--- config.mk ---
export PLATFORM = sky130hd
export DESIGN_NAME = elevator_ctrl
export DESIGN_NICKNAME = d
export VERILOG_FILES = /design/src/rtl/elevator_ctrl.sv
export SDC_FILE = /design/constraint.sdc
export NUM_CORES = 1
export LEC_CHECK = 0
export ABC_AREA = 1
export BUFFER_PORTS_ARGS = -buffer_cell sky130_fd_sc_hd__buf_2
export CORE_MARGIN = 2
export CORE_UTILIZATION = 25
export CTS_CLUSTER_DIAMETER = 100
export CTS_CLUSTER_SIZE = 16
export DETAILED_ROUTE_END_ITERATION = 10
export GPL_ROUTABILITY_DRIVEN = 1
export GPL_TIMING_DRIVEN = 1
export SLEW_MARGIN = 15
export SYNTH_ARGS = -nofsm -noshare
export SYNTH_HDL_FRONTEND = slang
export SYNTH_SLANG_ARGS = --single-unit
export TNS_END_PERCENT = 5
--- constraint.sdc ---
create_clock -name clk -period 2.6 [get_ports clk]
set_clock_uncertainty 0.15 [all_clocks]
set_input_delay 0.39 -clock clk [delete_from_list [all_inputs] [get_ports clk]]
set_output_delay 0.39 -clock clk [all_outputs]
set_load 0.03 [all_outputs]
--- src/rtl/elevator_ctrl.sv ---
// Collective (SCAN) elevator sequencer: latches debounced floor requests and
// drives travel/door timing, floor display, motion indicators and request lamps.
module elevator_ctrl #(
  parameter int N_FLOORS   = 4,
  parameter int FW         = $clog2(N_FLOORS),
  parameter int TRAVEL_CYC = 50_000_000,
  parameter int DOOR_CYC   = 100_000_000
) (
  input  logic                clk,
  input  logic                rst,
  input  logic [N_FLOORS-1:0] req_car,
  input  logic [N_FLOORS-1:0] req_hall,
  output logic [FW-1:0]       floor,
  output logic                moving,
  output logic                up,
  output logic                down,
  output logic                door_open,
  output logic [N_FLOORS-1:0] car_lamp,
  output logic [N_FLOORS-1:0] hall_lamp
);

  localparam int TMAX = (TRAVEL_CYC > DOOR_CYC) ? TRAVEL_CYC : DOOR_CYC;
  localparam int TW   = $clog2(TMAX);

  localparam logic [1:0] S_IDLE = 2'd0;
  localparam logic [1:0] S_MOVE = 2'd1;
  localparam logic [1:0] S_DOOR = 2'd2;

  logic [1:0]          state_q, state_d;
  logic [FW-1:0]       floor_q, floor_d;
  logic                dir_q, dir_d;
  logic [TW-1:0]       timer_q, timer_d;
  logic [N_FLOORS-1:0] car_q, car_d;
  logic [N_FLOORS-1:0] hall_q, hall_d;

  logic [N_FLOORS-1:0] pend, fl_oh, nf_oh, latch_mask;
  logic [FW-1:0]       nf;
  logic                above, below, ahead_nf, here, nf_here, req_here;
  logic                travel_done, door_done;

  // Floor decodes and the above/below/ahead summaries of the pending set.
  always_comb begin
    pend     = car_q | hall_q;
    nf       = dir_q ? (floor_q + FW'(1)) : (floor_q - FW'(1));
    above    = 1'b0;
    below    = 1'b0;
    ahead_nf = 1'b0;
    fl_oh    = '0;
    nf_oh    = '0;
    for (int i = 0; i < N_FLOORS; i++) begin
      fl_oh[i] = (FW'(i) == floor_q);
      nf_oh[i] = (FW'(i) == nf);
      if (pend[i] && (FW'(i) > floor_q)) above = 1'b1;
      if (pend[i] && (FW'(i) < floor_q)) below = 1'b1;
      if (pend[i] && (dir_q ? (FW'(i) > nf) : (FW'(i) < nf))) ahead_nf = 1'b1;
    end
    here        = |(pend & fl_oh);
    nf_here     = |(pend & nf_oh);
    req_here    = |((req_car | req_hall) & fl_oh);
    travel_done = (timer_q == TW'(TRAVEL_CYC - 1));
    door_done   = (timer_q == TW'(DOOR_CYC - 1));
  end

  always_comb begin
    state_d = state_q;
    floor_d = floor_q;
    dir_d   = dir_q;
    timer_d = timer_q + TW'(1);
    // While the door is open, a press for this floor only extends the door.
    latch_mask = (state_q == S_DOOR) ? ~fl_oh : '1;
    car_d      = car_q  | (req_car  & latch_mask);
    hall_d     = hall_q | (req_hall & latch_mask);
    case (state_q)
      S_IDLE: begin
        timer_d = '0;
        if (here) begin
          state_d = S_DOOR;
          car_d   = car_d  & ~fl_oh;
          hall_d  = hall_d & ~fl_oh;
        end else if (above && (dir_q || !below)) begin
          dir_d   = 1'b1;
          state_d = S_MOVE;
        end else if (below) begin
          dir_d   = 1'b0;
          state_d = S_MOVE;
        end
      end
      S_MOVE: begin
        if (travel_done) begin
          timer_d = '0;
          floor_d = nf;
          if (nf_here) begin
            state_d = S_DOOR;
            car_d   = car_d  & ~nf_oh;
            hall_d  = hall_d & ~nf_oh;
          end else if (!ahead_nf) begin
            state_d = S_IDLE;
          end
        end
      end
      S_DOOR: begin
        if (req_here) begin
          timer_d = '0;
        end else if (door_done) begin
          timer_d = '0;
          state_d = S_IDLE;
        end
      end
      default: begin
        timer_d = '0;
        state_d = S_IDLE;
      end
    endcase
  end

  always_ff @(posedge clk or negedge rst) begin
    if (!rst) begin
      state_q <= S_IDLE;
      floor_q <= '0;
      dir_q   <= 1'b1;
      timer_q <= '0;
      car_q   <= '0;
      hall_q  <= '0;
    end else begin
      state_q <= state_d;
      floor_q <= floor_d;
      dir_q   <= dir_d;
      timer_q <= timer_d;
      car_q   <= car_d;
      hall_q  <= hall_d;
    end
  end

  assign floor     = floor_q;
  assign moving    = (state_q == S_MOVE);
  assign up        = moving && dir_q;
  assign down      = moving && !dir_q;
  assign door_open = (state_q == S_DOOR);
  assign car_lamp  = car_q;
  assign hall_lamp = hall_q;

endmodule

==> run metrics <==
outcome=finished, final reports clean; CTS resizes=0; Synth Register Bits=40; Starting Density=0.258; Post-Synth Adder-Cell Area=0.0356; Mean Syn Cell Area=6.96 um2; CP Launch Type=flop; Slew headroom=0.396; largest net degree at the start of global routing=41; Root Driver=clkbuf_8; clk slew on worst S/H paths=0.08 ns; warnings from Yosys=0; crit path from=state_q[1]$_DFFE_PN0P_; Avg WL per Cell=11.8 um; sequential power share=0.353; total CTS buffers=5; largest family of logic cells by synthesized area=simple AND/OR/NAND/NOR gates; Clock Power Share=0.263; post-route DRC violation count=0; TritonCTS clock tree=done; IO Port Bufs=23; H-tree depth=2; Total GRT Usage=0.123; Max Buffers Root-to-Sink=2; Final Cell Area=3200 um2; Post-DP HPWL=5.20 mm; leakage=1.46 nW; GRT met3 Usage=0.0276; Row Count=38; multiplexer area fraction after synthesis=0; GPL Wtd Cong=0.935; required time of the critical path=2.06 ns; Routed Antenna Nets=0; Post-synth top flop=dfrtp_1; # IOs=24; first-pass GRT wire length=11.9 mm; final worst slack=0.244 ns; worst-path fanout max=11; Worst-Skew Late Latency=0.29 ns; Synthesized Nets=422; final net count=450; Die Area=12100 um2; worst vdd ir=0.000517 V; Cell variety after synth=31; clk sink count=40; First-pass DRT Iterations=4; total power=2.18 mW; Comb pwr share=0.385; Die H=110 um; vias in the first global route=2588; met2 usage in global routing=0.208; Tmin final=2.36 ns; Hold Crit Class=input port to async pin; Vias/cell=4.50; Area growth syn-to-layout=13.9%; Post-Synth XOR/XNOR Area=0.0623; Post-synth EDFFs=0; pwr dens=679 nW/um2; synthesized area=2810 um2; layout cells sized above 1=0.155; Core Footprint=10900 um2; switching power=0.887 mW; Least-Margin Pin Slew=0.906 ns; cell-internal power=1.29 mW; initial antenna violation count=0; ys async rst share=1.00; register area share after synthesis=0.356; GR Layer Usage met1=0.157; Compound-Gate Fraction of Synth Area=0.0658; post-CTS setup buffers=0; pre-CTS WS=0.491 ns; Final Cycle Share=0.906; # setup viols final=0; Via Count=2576; crit end category=output pin; Max Slew Vio Count=0; reg-to-reg startpoint=floor[0]$_DFFE_PN0P_; Most Used Layer, Global Route=met2; number of diodes=0; Switching Share=0.407; # Max-Cap Violations=0; final hold violations=0; Die Wd=110 um; DP Area=3080 um2; commonest cells after routing, fill and taps aside=nand2_1, nor2_1, inv_1; Post-Syn Instances=404; Remaining Overflow, GRT=0; Peak Freq=424 MHz; WP data arrival=1.82 ns; final wirelength=6.76 mm; Setup TNS=0 ns; commonest non-fill, non-tap cell in the layout=nand2_1; unrepaired setup endpoints after global routing=no; critical path class=flop to output pin; simple-gate share of the synthesized area=0.387; CTS hold repair buffers=0; DRT iter0 DRCs=139
[kinds of logic (layout without fill, tap and decap cells)]
kind of cell | after synthesis | in the layout
fa+ha+maj | 8 | 8
simple gates | 241 | 241
compound gates | 32 | 32
flops | 40 | 40
xor+xnor | 20 | 20
buf+inv | 63 | 92
[power by group through the flow]
stage	Clock [mW]	Sequential, mW	Combinational (mW)
finish	0.572	0.767	0.837
global route	0.626	0.780	0.959
CTS	0.595	0.768	0.845
detailed placement	0	0.781	0.841
global placement	0	0.775	0.828
floorplan	0	0.881	0.539
[sequential cells by signal, indices dropped and copies added (netlist names)]
signal,flops
dir_q,1
car_lamp,4
state_q,2
timer_q,27
hall_lamp,4
floor,2
[critical path: stages (launching register included)]
cell,delay [ns]
dfrtp_1,0.41
inv_1,0.09
ha_1,0.44
inv_1,0.21
nor2_1,0.16
buf_2,0.22
[cell type report]
class	count	area, um2
multi-input combinational	301	1550
clock buffer	7	96.3
timing repair buffer	25	130
sequential	40	1000
fill	1184	7680
tap	140	175
clock inverter	1	30.0
inverter	59	221
[through the flow]
step                hold slack, ns   util  std cells
finish                      0.0649  0.294        573
global placement             0.343  0.283        565
floorplan                  -0.0556      -        404
global route                 0.167  0.294        573
CTS                          0.113  0.294        573
detailed placement           0.343  0.283        565
[cell usage after synthesis, types with 2 or more instances]
library cell | instances | area, um2
a21oi_1 | 10 | 50.1
dfrtp_1 | 39 | 976
ha_1 | 8 | 100
inv_1 | 58 | 218
nand2_1 | 97 | 364
nand2_2 | 5 | 31.3
nand2_4 | 3 | 33.8
nand3_1 | 21 | 105
nand3_2 | 3 | 30.0
nand4_1 | 7 | 43.8
nor2_1 | 75 | 282
nor2_2 | 17 | 106
nor2_4 | 3 | 33.8
nor3_1 | 7 | 35.0
o211ai_1 | 7 | 52.6
o21ai_0 | 11 | 55.1
xnor2_1 | 2 | 17.5
xor2_1 | 18 | 158
[metal layers]
layer,vias to the layer above,part of all wire,wire [um]
met4,0,0.013,87
met1,1192,0.47,3190
met5,-,0,0
met2,59,0.46,3100
met3,11,0.055,375
li1,1314,-,-
[worst paths after layout]
check                                         end  slack (ns)  cells past startpoint
hold / removal             hall_lamp[0]$_DFF_PN0_        0.06                      1
min in group clk           hall_lamp[2]$_DFF_PN0_        0.21                      3
hold reg to reg              timer_q[0]$_DFF_PN0_        0.35                      1
setup reg to reg            car_lamp[3]$_DFF_PN0_        0.47                     12
max in group asynchronous   timer_q[20]$_DFF_PN0_        1.66                      1
setup / recovery                             down        0.24                      5
Note: power is estimated with default switching activity, not from simulation.
